==> config.mk <==
export PLATFORM = sky130hd
export DESIGN_NAME = pht_arbiter
export DESIGN_NICKNAME = d
export VERILOG_FILES = /design/src/rtl/pht_arbiter.sv
export SDC_FILE = /design/constraint.sdc
export NUM_CORES = 1
export LEC_CHECK = 0
export CORE_AREA = 2 2 88 90
export CTS_BUF_LIST = sky130_fd_sc_hd__clkbuf_2
export CTS_CLUSTER_DIAMETER = 80
export DETAILED_ROUTE_END_ITERATION = 10
export DIE_AREA = 0 0 90 92
export PLACE_DENSITY = 0.65
export SYNTH_ARGS = -nofsm -noshare
export SYNTH_HDL_FRONTEND = slang
export SYNTH_SLANG_ARGS = --single-unit
==> constraint.sdc <==
create_clock -name clk -period 7.4 [get_ports clk]
set_clock_uncertainty 0.1 [all_clocks]
set_input_delay 1.48 -clock clk [delete_from_list [all_inputs] [get_ports clk]]
set_output_delay 1.48 -clock clk [all_outputs]
set_load 0.02 [all_outputs]
==> src/rtl/pht_arbiter.sv <==
// Pattern history table of 2-bit counters shared by fetch lookups and
// buffered execute-stage updates through one table port.
//
// Ports:
//   clk, reset            clock, async active-high reset
//   lookup_valid/_index   fetch lookup request
//   lookup_ready          lookup accepted when high with lookup_valid
//   pred_valid/_taken     prediction, one cycle after acceptance
//   pred_index            echo of accepted lookup index
//   upd_valid/_index      resolved branch to record
//   upd_taken             actual outcome
//   upd_ready             update accepted into the FIFO
//   busy                  update FIFO non-empty
module pht_arbiter #(
  parameter int INDEX_W    = 4,
  parameter int FIFO_DEPTH = 4,
  parameter int MAX_STALL  = 8
) (
  input  logic               clk,
  input  logic               reset,
  input  logic               lookup_valid,
  input  logic [INDEX_W-1:0] lookup_index,
  output logic               lookup_ready,
  output logic               pred_valid,
  output logic               pred_taken,
  output logic [INDEX_W-1:0] pred_index,
  input  logic               upd_valid,
  input  logic [INDEX_W-1:0] upd_index,
  input  logic               upd_taken,
  output logic               upd_ready,
  output logic               busy
);

  localparam int ENTRIES = 1 << INDEX_W;
  localparam int PW = $clog2(FIFO_DEPTH);
  localparam int CW = $clog2(FIFO_DEPTH + 1);
  localparam int SW = $clog2(MAX_STALL + 1);
  localparam logic [CW-1:0] DEPTH_C = CW'(FIFO_DEPTH);
  localparam logic [SW-1:0] STALL_C = SW'(MAX_STALL);

  logic [1:0]         pht [ENTRIES];
  logic [INDEX_W-1:0] q_idx [FIFO_DEPTH];
  logic               q_tkn [FIFO_DEPTH];

  logic [PW-1:0] wr_ptr;
  logic [PW-1:0] rd_ptr;
  logic [CW-1:0] count;
  logic [SW-1:0] stall_cnt;

  logic not_empty;
  logic full;
  logic force_drain;
  logic gnt_lookup;
  logic gnt_drain;
  logic push;

  logic [INDEX_W-1:0] head_idx;
  logic               head_tkn;
  logic [1:0]         head_ctr;
  logic [1:0]         new_ctr;

  assign not_empty = (count != '0);
  assign full      = (count == DEPTH_C);

  // Starvation guard: a full FIFO or a long run of lookups
  // forces the port over to draining.
  assign force_drain = full ||
    (not_empty && stall_cnt == STALL_C);

  always_comb begin
    gnt_lookup = 1'b0;
    gnt_drain  = 1'b0;
    priority case (1'b1)
      force_drain:  gnt_drain  = 1'b1;
      lookup_valid: gnt_lookup = 1'b1;
      not_empty:    gnt_drain  = 1'b1;
      default: ;
    endcase
  end

  assign lookup_ready = !force_drain;
  assign upd_ready    = (count < DEPTH_C);
  assign busy         = not_empty;
  assign push         = upd_valid && upd_ready;

  assign head_idx = q_idx[rd_ptr];
  assign head_tkn = q_tkn[rd_ptr];
  assign head_ctr = pht[head_idx];

  always_comb begin
    new_ctr = head_ctr;
    if (head_tkn) begin
      if (head_ctr != 2'b11) new_ctr = head_ctr + 2'd1;
    end else begin
      if (head_ctr != 2'b00) new_ctr = head_ctr - 2'd1;
    end
  end

  // FIFO payload needs no reset; only the pointers matter.
  always_ff @(posedge clk) begin
    if (push) begin
      q_idx[wr_ptr] <= upd_index;
      q_tkn[wr_ptr] <= upd_taken;
    end
  end

  always_ff @(posedge clk or posedge reset) begin
    if (reset) begin
      wr_ptr <= '0;
      rd_ptr <= '0;
      count  <= '0;
    end else begin
      if (push)      wr_ptr <= wr_ptr + 1'b1;
      if (gnt_drain) rd_ptr <= rd_ptr + 1'b1;
      case ({push, gnt_drain})
        2'b10:   count <= count + 1'b1;
        2'b01:   count <= count - 1'b1;
        default: count <= count;
      endcase
    end
  end

  always_ff @(posedge clk or posedge reset) begin
    if (reset) begin
      stall_cnt <= '0;
    end else if (gnt_drain || !not_empty) begin
      stall_cnt <= '0;
    end else if (gnt_lookup && stall_cnt != STALL_C) begin
      stall_cnt <= stall_cnt + 1'b1;
    end
  end

  always_ff @(posedge clk or posedge reset) begin
    if (reset) begin
      for (int i = 0; i < ENTRIES; i++) pht[i] <= 2'b11;
    end else if (gnt_drain) begin
      pht[head_idx] <= new_ctr;
    end
  end

  always_ff @(posedge clk or posedge reset) begin
    if (reset) begin
      pred_valid <= 1'b0;
      pred_taken <= 1'b0;
      pred_index <= '0;
    end else if (gnt_lookup) begin
      pred_valid <= 1'b1;
      pred_taken <= pht[lookup_index][1];
      pred_index <= lookup_index;
    end else begin
      pred_valid <= 1'b0;
    end
  end

endmodule
== Word level (Yosys, flattened, before mapping) ==
Memory sizes are Yosys's and may differ from the RTL's.
Cells that the tools add are included.

* Output and inout bits: 9
* Memories: 2
* ROM bits: 0
* Input port bits: 13
* Register bits after elaboration: 49
* Logic and storage cells: 79
* Bits in latches: 0
* Bits in writable memories: 20

* Muxes and demuxes: 23
* $lt $le $gt $ge: 4
* Multiply operators: 0
* Shifts and indexed selects: 0
* $add $sub $neg: 7
* Bitwise logic cells: 2
* Reduce and logical (&&, ||, !) cells: 12
* Equality and inequality tests: 6
* Div/mod/pow operators: 0

{| class="wikitable"
|+ Memories
! memory !! depth !! width !! rd ports !! clocked after memory_dff !! wr ports !! RTL line !! source
|-
| q_idx || 4 || 4 || 1 || 0 || 1 || 42 || <nowiki>logic [INDEX_W-1:0] q_idx [FIFO_DEPTH];</nowiki>
|-
| q_tkn || 4 || 1 || 1 || 0 || 1 || 43 || <nowiki>logic q_tkn [FIFO_DEPTH];</nowiki>
|}

{| class="wikitable"
|+ Operators with widths
! cell !! number
|-
| 32-bit bitwise mux || 1
|-
| 2-bit binary-select mux with 4-bit select || 2
|-
| 2-bit two-way mux || 8
|-
| 5-bit greater-or-equal comparator (second input constant) || 2
|-
| 4-bit NOT with 5-bit output || 2
|-
| 2-bit demux with 4-bit select || 1
|-
| 1-bit two-way mux || 8
|-
| 4-bit two-way mux || 2
|-
| 2-bit by 1-bit adder with 2-bit output (second input constant) || 3
|-
| 3-bit case mux with 2 select lines || 1
|-
| 2-bit nonzero test || 3
|-
| 5-bit by 1-bit less-than comparator with 1-bit output (second input constant) || 1
|-
| 4-bit by 1-bit adder with 4-bit output (second input constant) || 1
|-
| 4-bit equality test (second input constant) || 1
|-
| 1-bit logical AND || 4
|-
| 4-bit inequality test (second input constant) || 1
|-
| 3-bit by 1-bit adder with 3-bit output (second input constant) || 1
|-
| 3-bit equality test (second input constant) || 1
|-
| 3-bit less-than comparator (second input constant) || 1
|-
| 3-bit nonzero test || 1
|-
| 3-bit by 1-bit subtractor with 3-bit output (second input constant) || 1
|-
| 2-bit by 1-bit equality test with 1-bit output (second input constant) || 1
|-
| 2-bit equality test (second input constant) || 1
|-
| 1-bit zero test || 2
|-
| 3 further kinds || 4
|}

== Depth between registers and ports, before layout ==
An unclocked memory read counts as a cell.

* Depth after elaboration: 9
* Mapped depth: 10
* Mapped depth without buffers: 10

== Worst setup path before layout ==
No wires, ideal clock.

* Path type: in2reg
* Start: input port lookup_valid
* End: register count[2]
* Data arrival time: 2852 ps
* Path buffers: 0
* Required time: 7220 ps
* Stages on the path: 7
* Setup time: 80 ps
* Path slack: 4368 ps
* Cell sequence: a31oi_1 > ha_1 > inv_1 > fa_1 > xor2_1 > nor2_1 > xnor2_1

* Longest elaborated chain between the ends: 4
* Elaborated cells on any way between the ends: 6
* Classes of those cells: eq/ne: 2; mux: 3; reduce/logical: 1

{| class="wikitable"
|+ Ends and longest elaborated chain
! item !! RTL line !! source
|-
| start, declared || 21 || <nowiki>input logic lookup_valid,</nowiki>
|-
| 1-bit two-way mux (*) (2 in series) || 73 || <nowiki>priority case (1'b1)</nowiki>
|-
| 2-bit by 1-bit equality test with 1-bit output / 2-bit equality test (equally long branches) || 115 || <nowiki>case ({push, gnt_drain})</nowiki>
|-
| 3-bit case mux with 2 select lines / 2-bit nonzero test (equally long branches) || - ||
|-
| end signal, assigned || 116 || <nowiki>2'b10: count <= count + 1'b1;</nowiki>
|-
| end signal, assigned || 117 || <nowiki>2'b01: count <= count - 1'b1;</nowiki>
|-
| end signal, assigned || 118 || <nowiki>default: count <= count;</nowiki>
|-
| end, declared || 47 || <nowiki>logic [CW-1:0] count;</nowiki>
|}

Every way passes the cells marked *; elsewhere a longest branch is shown, timed or not.
A chain may end at the register's enable or synchronous reset.

== Worst setup path in the final report ==
* Start: register stall_cnt[0]
* End: output port lookup_ready

* Longest elaborated chain between the ends: 4

{| class="wikitable"
|+ Ends and longest elaborated chain
! item !! RTL line !! source
|-
| start, declared || 48 || <nowiki>logic [SW-1:0] stall_cnt;</nowiki>
|-
| start signal, assigned || 129 || <nowiki>stall_cnt <= stall_cnt + 1'b1;</nowiki>
|-
| 4-bit equality test || 68 || <nowiki>(not_empty && stall_cnt == STALL_C);</nowiki>
|-
| 1-bit logical AND || 68 ||
|-
| 1-bit logical OR || 67 || <nowiki>assign force_drain = full ||</nowiki>
|-
| 1-bit zero test || 81 || <nowiki>assign lookup_ready = !force_drain;</nowiki>
|-
| end, declared || 23 || <nowiki>output logic lookup_ready,</nowiki>
|}

No other way between the ends.

==> impl_metrics.toml <==
[yosys]
synth_area_um2 = 3400
yosys.area.top_type_share_pct = 24.7
synthArstFlopShare_pct = 71.0
synth-seq-area-share_pct = 54.8
synth-compound-area-share_pct = 3.12
synth_enable_flop_cells = 20
yosysTopAreaCell = "dfstp_2"
yosys-top-cells-area = "dfstp_2 (25%), edfxtp_1 (18%), mux2_2 (13%)"
synth_nets = 269
synthAdderAreaFrac_pct = 3.82
synth-main-ff-cell = "dfstp_2"
synthSimpleGateAreaFrac_pct = 9.45
synth_cell_types = 42
muxShareOfSynthArea_pct = 23.9
ys_ff_latch = 69
yosys_warnings = 0
syn_area_per_cell_um2 = 13.7
syn_inst = 248
synth_top_family_by_area = "multiplexers"
synth_xor_xnor_area_share_pct = 2.06

[critical_path]
worst_setup_path_end_kind = "primary output"
r2r_end = "pht[30]$_DFFE_PP1P_"
path_class = "flip-flop to primary output"
r2r_slack_ns = 4.36
arrival_ns = 2.11
reg2reg_from = "rd_ptr[0]$_DFFE_PP0P_"
reg2reg_depth = 6
cp_max_fo = 4
cp.required_ns = 5.82
startpoint_type = "flip-flop"

[timing]
fmax_mhz = 271
worst_pin_slew_ns = 1.05
rsz0062_at_grt = "false"
hold_viol = 0
period_needed_ns = 3.69
setup_violations = 0
hold_ws_ns = 0.413
setup-tns-final_ns = 0
fin_crit_sh_pct = 49.9
drv_slew = 0
maxSlewHeadroom_pct = 30.1

[power_and_ir_drop]
p_leak_uw = 0.00154
p_per_area_nw_per_um2 = 447
finalPower_uw = 1740
vdd_drop_max_mv = 0.220

[clocking]
clock-sinks = 69
cts_max_level = 3
cts_resized = 0
clk_latency_ns = 0.51
cts_tree = "built"
cts_buffer_depth = 2
clkSlewWorstSetupHoldPaths_ns = 0.20
root_buffer = "clkbuf_2"
post_cts_buffers = 0
cts_hold_buf = 0
cts_buffers = 9

[layout]
area_growth_pct = 14.1
fin_cells = 379
seqCellArea_um2 = 1870
mostFrequentLayoutCells = "mux2_2 (38), dfstp_2 (32), clkdlybuf4s50_1 (21), edfxtp_1 (20)"
layout.nets = 293
fillers = 684
final_common_cell = "mux2_2"
drive_gt1_share_pct = 36.5
final_util_pct = 52.2
num_antenna_cells = 0
multi_input_area_um2 = 1440

[route]
drt_pass1_iterations = 4
antenna_left = 0
dr.first_iter.drc_count = 65
wirelength_um = 6260
route.vias.total = 2001
route.detailed.drc = 0
viasPerCell = 5.28
avgRoutedWirePerCell_um = 16.5

[global_routing]
grt_use_met2_pct = 27.8
grtUsageTotal_pct = 16.8
met1_usage_pct = 21.0
first_global_vias = 2166
grt_overflow = 0
grt_pass1_wl_um = 10800
busiest_layer = "met2"
grt_max_degree = 50
met3_usage_pct = 3.12
antenna_found_initial = 0

[die]
initial_core_util_pct = 45.7
ios = 22
die_h_um = 92
coreArea_um2 = 7450
rows = 32
die-area_um2 = 8280
fp.dieW_um = 90

[placed_design]
gp_congestion = 0.772
hpwlAfterDp_um = 4460
dpl.cell_count = 363
io_buffers = 21

[flow_run]
cap_violations = 0

[worst_hold_path]
min_path_type = "flip-flop to flip-flop"
holdCritStartpoint = "stall_cnt[0]$_DFFE_PP0P_"
min_path_cells = 1
worstHoldEndpoint = "stall_cnt[0]$_DFFE_PP0P_"

[run_status]
status = "completed"
through the flow:
stage / instance area, um^2 / setup WS (ns)
6_report: 3880 / 3.71
5_1_grt: 3880 / 3.54
4_1_cts: 3880 / 3.64
3_5_place_dp: 3690 / 3.63
3_3_place_gp: 3690 / 3.76
2_1_floorplan: 3400 / 4.37
worst max-delay path, stage by stage (launching register included):
cell and delay, ns:
dfrtp_1 0.46, inv_1 0.07, ha_1 0.14, nand3b_1 0.11
mux2_2 0.29, clkdlybuf4s50_1 0.54
worst max path at each step:
stage / startpoint / endpoint / slack (ns)
6_report: stall_cnt[0]$_DFFE_PP0P_ / lookup_ready / 3.71
3_5_place_dp: lookup_valid / count[2]$_DFFE_PP0P_ / 3.63
5_1_grt: stall_cnt[0]$_DFFE_PP0P_ / lookup_ready / 3.54
4_1_cts: stall_cnt[0]$_DFFE_PP0P_ / lookup_ready / 3.64
2_1_floorplan: lookup_valid / count[2]$_DFFE_PP0P_ / 4.37
3_3_place_gp: lookup_valid / count[2]$_DFFE_PP0P_ / 3.76
sequential cells by signal, summed over array words and instances, names as in the netlist:
signal / flops
q_tkn: 4
pred_taken: 1
pred_index: 4
rd_ptr: 2
pred_valid: 1
wr_ptr: 2
pht: 32
q_idx: 16
count: 3
stall_cnt: 4
synth_stat cells, types with 2 or more instances:
| master | count |
|---|---|
| buf_2 | 3 |
| clkbuf_1 | 3 |
| ha_1 | 7 |
| or2_2 | 2 |
| inv_1 | 13 |
| nand3_1 | 5 |
| mux2i_1 | 11 |
| dfrtp_1 | 17 |
| buf_6 | 2 |
| nand2b_1 | 4 |
| maj3_2 | 2 |
| xor2_1 | 3 |
| edfxtp_1 | 20 |
| a211o_1 | 4 |
| nor2b_1 | 8 |
| nor3_1 | 3 |
| mux2_2 | 38 |
| nand3b_1 | 2 |
| mux2_1 | 2 |
| and2_1 | 4 |
| a21oi_2 | 2 |
| o22ai_1 | 2 |
| xnor2_1 | 5 |
| dfstp_2 | 32 |
| mux4_2 | 7 |
| nand2_1 | 13 |
| mux4_1 | 3 |
| nor2_1 | 17 |
final cells by class:
| class | count | area share, % |
|---|---|---|
| timing repair buffer | 21 | 5.41 |
| tap | 102 | 3.29 |
| clock buffer | 9 | 1.16 |
| clock inverter | 7 | 3.77 |
| inverter | 13 | 1.26 |
| multi-input combinational | 158 | 37.1 |
| sequential | 69 | 48.1 |
cell families after synthesis:
logic type | after synthesis
compound gates | 14
xor+xnor | 8
buf+inv | 21
fa+ha+maj | 10
mux | 62
flops | 69
simple gates | 64
power breakdown:
| part | internal (uW) | switching (uW) | leakage, uW | total [uW] |
|---|---|---|---|---|
| clock network | 182 | 143 | 0.000107 | 325 |
| logic | 352 | 395 | 0.000706 | 748 |
| registers | 577 | 88.5 | 0.000724 | 666 |
| total | 1110 | 627 | 0.00154 | 1740 |
layer usage:
layer,vias to the layer above,part of all wire (%)
met1,996,46
met4,0,2.6
li1,943,-
met3,13,3.1
met5,-,0
met2,49,48
(Power assumes the default switching activity.)
==> RTL edit 1: new RTL, config.mk and constraints unchanged <==
`MAX_STALL`: 8 -> 16.
--- a/src/rtl/pht_arbiter.sv
+++ b/src/rtl/pht_arbiter.sv
@@ -16,3 +16,3 @@
   parameter int FIFO_DEPTH = 4,
-  parameter int MAX_STALL  = 8
+  parameter int MAX_STALL  = 16
 ) (
Function: same outputs for any inputs over 4 cycles, from zero or initial values and one cycle with reset high; that may be too few to reach the edited logic, so the function may still have changed.
==> RTL edit 1 against the original RTL <==
  * Sequential cell count grew 1
  * Sequential share of layout area grew 1.4 points
  * Global-route usage shrank 0.83 points
  * Routed wire length shrank 6.2%
  * Critical path depth is the same
  * Total power shrank 2.4%
  * Combinational power grew 4.3%
  * Worst hold slack lost 0.012 ns
  * Non-clock buffer count is the same
  * Final area shrank 1.5%
  * Area after synthesis grew 0.59%
  * Setup slack lost 0.083 ns
  * Synthesized cell count grew 1.6%
  * Critical endpoint unchanged
  * Highest routed layer unchanged
==> RTL edit 1: results (changes against the original RTL) <==
----------------------------------------------------
[Synthesis]
  Net count after synthesis ... 273 (was 269)
  Instance count of the mapped netlist ... 252 (was 248)
  Top area cells in the synthesized netlist ... sky130_fd_sc_hd__dfstp_2, sky130_fd_sc_hd__edfxtp_1, sky130_fd_sc_hd__dfrtp_1 (was sky130_fd_sc_hd__dfstp_2, sky130_fd_sc_hd__edfxtp_1, sky130_fd_sc_hd__mux2_2)
  Flip-flop and latch count after synthesis ... 70 (was 69)
  XOR/XNOR share of the synthesized area ... 0.0230 (was 0.0206)
  Post-synthesis share of cell area spent on full adders, half adders and majority gates ... 0.0380 (was 0.0382)
  Area fraction in compound gates after synthesis ... 0.0190 (was 0.0312)
  Share of flip-flops with an asynchronous set or reset ... 0.714 (was 0.710)
  Number of distinct library cells after synthesis ... 36 (was 42)
  Proportion of synthesized chip area in sequential cells ... 0.552 (was 0.548)
  Portion of netlist area occupied by mux cells ... 0.237 (was 0.239)

[Routing]
  Vias after detailed routing ... 1925 (was 2001)
  Total routed wirelength ... 5870 um (was 6260 um)
  Iteration-0 DRC Markers ... 74 (was 65)

[Final layout]
  Final cell count without fillers ... 382 (was 379)
  Largest registers in the final layout ... pht: 32 flops, q_idx: 16 flops, stall_cnt: 5 flops (was pht: 32 flops, q_idx: 16 flops)
  Combined area of the multi-input logic cells ... 0.00142 mm2 (was 0.00144 mm2)
  Multi-input gate count ... 159 (was 158)
  Seq/total area ... 0.494 (was 0.481)
  Layout inverter count without the clock tree ... 14 (was 13)
  Number of nets at the end of the flow ... 296 (was 293)
  Antenna fix cells ... 0 (unchanged)
  Fin util ... 0.514 (was 0.522)
  Fillcell total ... 661 (was 684)

[Worst setup path]
  Slack of the worst reg-to-reg path ... 4.48 ns (was 4.36 ns)
  Endpoint of the most critical register-to-register path ... pht[20] (was pht[30])
  Slowest Stage Delay on Critical Path ... 0.56 ns (was 0.54 ns)
  Data arrival at the endpoint of the critical path ... 2.19 ns (was 2.11 ns)

[Global routing]
  Met1 global-route usage ... 0.213 (was 0.210)
  First-pass GRT wire length ... 10100 um (was 10800 um)
  Met2 Track Usage GR ... 0.240 (was 0.278)
  Largest net degree at the start of global routing ... 51 (was 50)
  Number of global-route vias before repair ... 2046 (was 2166)

[Placed design]
  Final weighted congestion in routability-driven placement ... 0.754 (was 0.772)
  Placed insts ... 366 (was 363)
  Placed wire-length estimate ... 4120 um (was 4460 um)

[Pwr]
  Worst VDD drop ... 0.000197 V (was 0.000220 V)
  Static leakage power ... 1.51 nW (was 1.54 nW)
  Comb group ... 780 uW (was 748 uW)
  Clock share of power ... 0.138 (was 0.187)
  Internal Power ... 1.05 mW (was 1.11 mW)

[Outcome]
  Outcome ... complete, no violations (unchanged)

[Hold path]
  Worst Hold Endpoint ... count[0] (was stall_cnt[0])
  Kind of path behind the tightest hold check ... flop to flop (unchanged)
  Startpoint of the lowest-slack hold path ... count[0] (was stall_cnt[0])

[Timing]
  Worst hold slack ... 0.401 ns (was 0.413 ns)

----------------------------------------------------
==> RTL edit 1: cell count changes after synthesis, moves of 3 or more <==
cell                      unedited run  this run
sky130_fd_sc_hd__mux2_2             38        35
sky130_fd_sc_hd__mux4_2              7        11
sky130_fd_sc_hd__a211o_1             4         0
sky130_fd_sc_hd__mux2i_1            11        17
sky130_fd_sc_hd__mux4_1              3         0
sky130_fd_sc_hd__nor2b_1             8         5
sky130_fd_sc_hd__nand2_1            13        20
==> RTL edit 1: how the worst max path moves through the flow <==
stage	end	slack (ns)	cells after the start	start
detailed placement	count[1]	3.52	8	lookup_valid
CTS	lookup_ready	3.59	5	stall_cnt[0]
global route	lookup_ready	3.48	5	stall_cnt[0]
finish	lookup_ready	3.63	5	stall_cnt[0]
floorplan	count[2]	4.13	10	lookup_valid
global placement	count[2]	3.62	10	lookup_valid
==> RTL edit 1: metal layers <==
metal | routed length [um] | vias to the layer above
li1 | - | 939
met1 | 2820 | 936
met2 | 2680 | 36
met3 | 202 | 14
met4 | 159 | 0
met5 | 0 | -
==> RTL edit 2: new RTL, config.mk and constraints unchanged <==
Made on the original files. Register the output `pred_index` once more, cleared by the reset; this adds one clock of latency there. The other outputs are not delayed to match.
--- a/src/rtl/pht_arbiter.sv
+++ b/src/rtl/pht_arbiter.sv
@@ -39,2 +39,4 @@
   localparam logic [SW-1:0] STALL_C = SW'(MAX_STALL);
+
+  logic [INDEX_W-1:0] pred_index_s0;
 
@@ -144,3 +146,3 @@
       pred_taken <= 1'b0;
-      pred_index <= '0;
+      pred_index_s0 <= '0;
     end else if (gnt_lookup) begin
@@ -148,3 +150,3 @@
       pred_taken <= pht[lookup_index][1];
-      pred_index <= lookup_index;
+      pred_index_s0 <= lookup_index;
     end else begin
@@ -154,2 +156,10 @@
 
+  always_ff @(posedge clk or posedge reset) begin
+    if (reset) begin
+      pred_index <= '0;
+    end else begin
+      pred_index <= pred_index_s0;
+    end
+  end
+
 endmodule
Formal check against the unedited RTL: not equivalent (Yosys sat finds a counterexample within 4 cycles, from zero or initial values and one cycle with reset high).
==> RTL edit 2 against the original RTL <==
  * Total power is 3.6% lower
  * Routed wire length is 0.34% lower
  * Global-route usage is 0.30 points lower
  * Setup slack worse by 0.051 ns
  * Area after synthesis is 2.5% higher
  * Sequential cell count is 4 higher
  * Final area is 0.29% higher
  * Critical path depth is 1 higher
  * Largest cell class unchanged
  * Largest power group unchanged
  * Highest routed layer unchanged
==> RTL edit 2: results (changes against the original RTL) <==
----------------------------------------------------
[Worst setup path]
  Endpoint of the most critical register-to-register path ... pht[23] (was pht[30])
  Reg2Reg Depth ... 6 (unchanged)
  Data arrival at the endpoint of the critical path ... 2.16 ns (was 2.11 ns)
  Startpoint of the worst-slack reg-to-reg timing path ... rd_ptr[0] (unchanged)
  Cell family with the largest share of critical-path delay ... buffers and inverters (unchanged)
  Master of the slowest instance on the critical path ... sky130_fd_sc_hd__clkdlybuf4s50_1 (unchanged)
  Slowest Stage Delay on Critical Path ... 0.63 ns (was 0.54 ns)
  Slack of the worst reg-to-reg path ... 4.43 ns (was 4.36 ns)

[Hold path]
  Worst Hold Endpoint ... pred_index[3] (was stall_cnt[0])
  Instance count along the most critical hold path ... 0 (was 1)
  Startpoint of the lowest-slack hold path ... pred_index_s0[3] (was stall_cnt[0])

[Synthesis]
  Most instantiated cells after synthesis ... sky130_fd_sc_hd__mux2_2, sky130_fd_sc_hd__dfstp_2, sky130_fd_sc_hd__dfrtp_1 (was sky130_fd_sc_hd__mux2_2, sky130_fd_sc_hd__dfstp_2, sky130_fd_sc_hd__edfxtp_1)
  Count of flip-flops with a built-in enable after synthesis ... 20 (unchanged)
  Proportion of synthesized chip area in sequential cells ... 0.564 (was 0.548)
  Top area cells in the synthesized netlist ... sky130_fd_sc_hd__dfstp_2, sky130_fd_sc_hd__edfxtp_1, sky130_fd_sc_hd__dfrtp_1 (was sky130_fd_sc_hd__dfstp_2, sky130_fd_sc_hd__edfxtp_1, sky130_fd_sc_hd__mux2_2)
  Share of flip-flops with an asynchronous set or reset ... 0.726 (was 0.710)
  Net count after synthesis ... 273 (was 269)
  Number of distinct library cells after synthesis ... 40 (was 42)

[Placed design]
  Final weighted congestion in routability-driven placement ... 0.779 (was 0.772)
  Worst slack after detailed placement ... 3.72 ns (was 3.63 ns)
  Placed cell area ... 0.00377 mm2 (was 0.00369 mm2)
  Placed wire-length estimate ... 4420 um (was 4460 um)

[Routing]
  Iteration-0 DRC Markers ... 84 (was 65)
  Total routed wirelength ... 6240 um (was 6260 um)
  Routed via count divided by cell count ... 5.16 (was 5.28)

[Clocking]
  Clock latency of the later-clocked register in the worst-skew pair ... 0.54 ns (was 0.51 ns)
  CTS root buf ... sky130_fd_sc_hd__clkbuf_2 (unchanged)
  Post-CTS setup buffers ... 0 (unchanged)
  CTS Buf Count ... 9 (unchanged)

[Outcome]
  Outcome ... complete, no violations (unchanged)

[Timing]
  Transition time of the tightest slew-check pin ... 1.07 ns (was 1.05 ns)

[Pwr]
  Static leakage power ... 1.55 nW (was 1.54 nW)
  Worst VDD drop ... 0.000218 V (was 0.000220 V)

[Final layout]
  Number of nets at the end of the flow ... 296 (was 293)
  Fraction of layout instances using a drive strength above 1 ... 0.361 (was 0.365)
  Fillcell total ... 670 (was 684)

[Global routing]
  Largest net degree at the start of global routing ... 54 (was 50)
  First-pass GRT wire length ... 10400 um (was 10800 um)
  Number of antenna violations at the first check in global routing ... 0 (unchanged)
  Number of global-route vias before repair ... 2135 (was 2166)
  Overall Global Routing Usage ... 0.165 (was 0.168)

----------------------------------------------------
[RTL edit 2: worst max path at each step]
stage	from	to	slack, ns	depth (start not counted)
5_1_grt	stall_cnt[0]	lookup_ready	3.50	6
6_report	stall_cnt[0]	lookup_ready	3.66	6
3_3_place_gp	lookup_index[0]	pred_taken	3.80	4
2_1_floorplan	lookup_valid	count[2]	4.29	9
3_5_place_dp	lookup_valid	pht[7]	3.72	6
4_1_cts	stall_cnt[0]	lookup_ready	3.61	6
[RTL edit 2: stage by stage]
step	utilization	total power, mW	std cells	hold slack [ns]
CTS	0.523	1.69	382	0.292
global placement	0.507	1.44	366	0.253
detailed placement	0.507	1.45	366	0.258
finish	0.523	1.68	382	0.295
floorplan	-	1.27	252	0.249
global route	0.523	1.80	382	0.317
[RTL edit 2: power breakdown]
part           switching, mW  internal [mW]  total (mW)
combinational          0.391          0.352       0.743
sequential            0.0901          0.606       0.696
clock                  0.155         0.0816       0.237
[RTL edit 2: layout make-up]
cell class                 count  area share
inverter                      12      0.0116
clock inverter                 7      0.0199
multi-input combinational    158       0.365
sequential                    73       0.505
timing repair buffer          21      0.0539
clock buffer                   9      0.0116
tap                          102      0.0328
[RTL edit 2: cells by family (layout without fill, tap and decap cells)]
logic type,Yosys count,count (layout),share of synthesized area
XOR/XNOR,8,8,0.0201
multiplexers,61,61,0.226
flip-flops,73,73,0.564
adder cells (fa/ha/maj),10,10,0.0373
AND/OR/NAND/NOR,65,65,0.0954
AO/OA/AOI/OAI,14,14,0.0291
buffers and inverters,21,49,0.0280
[RTL edit 2: metal layers]
layer / up-vias / part of all wire / GRT usage
li1: 947 / - / -
met2: 35 / 0.48 / 0.263
met3: 9 / 0.027 / 0.0329
met1: 982 / 0.48 / 0.211
met5: - / 0 / 0
met4: 0 / 0.019 / 0.0949
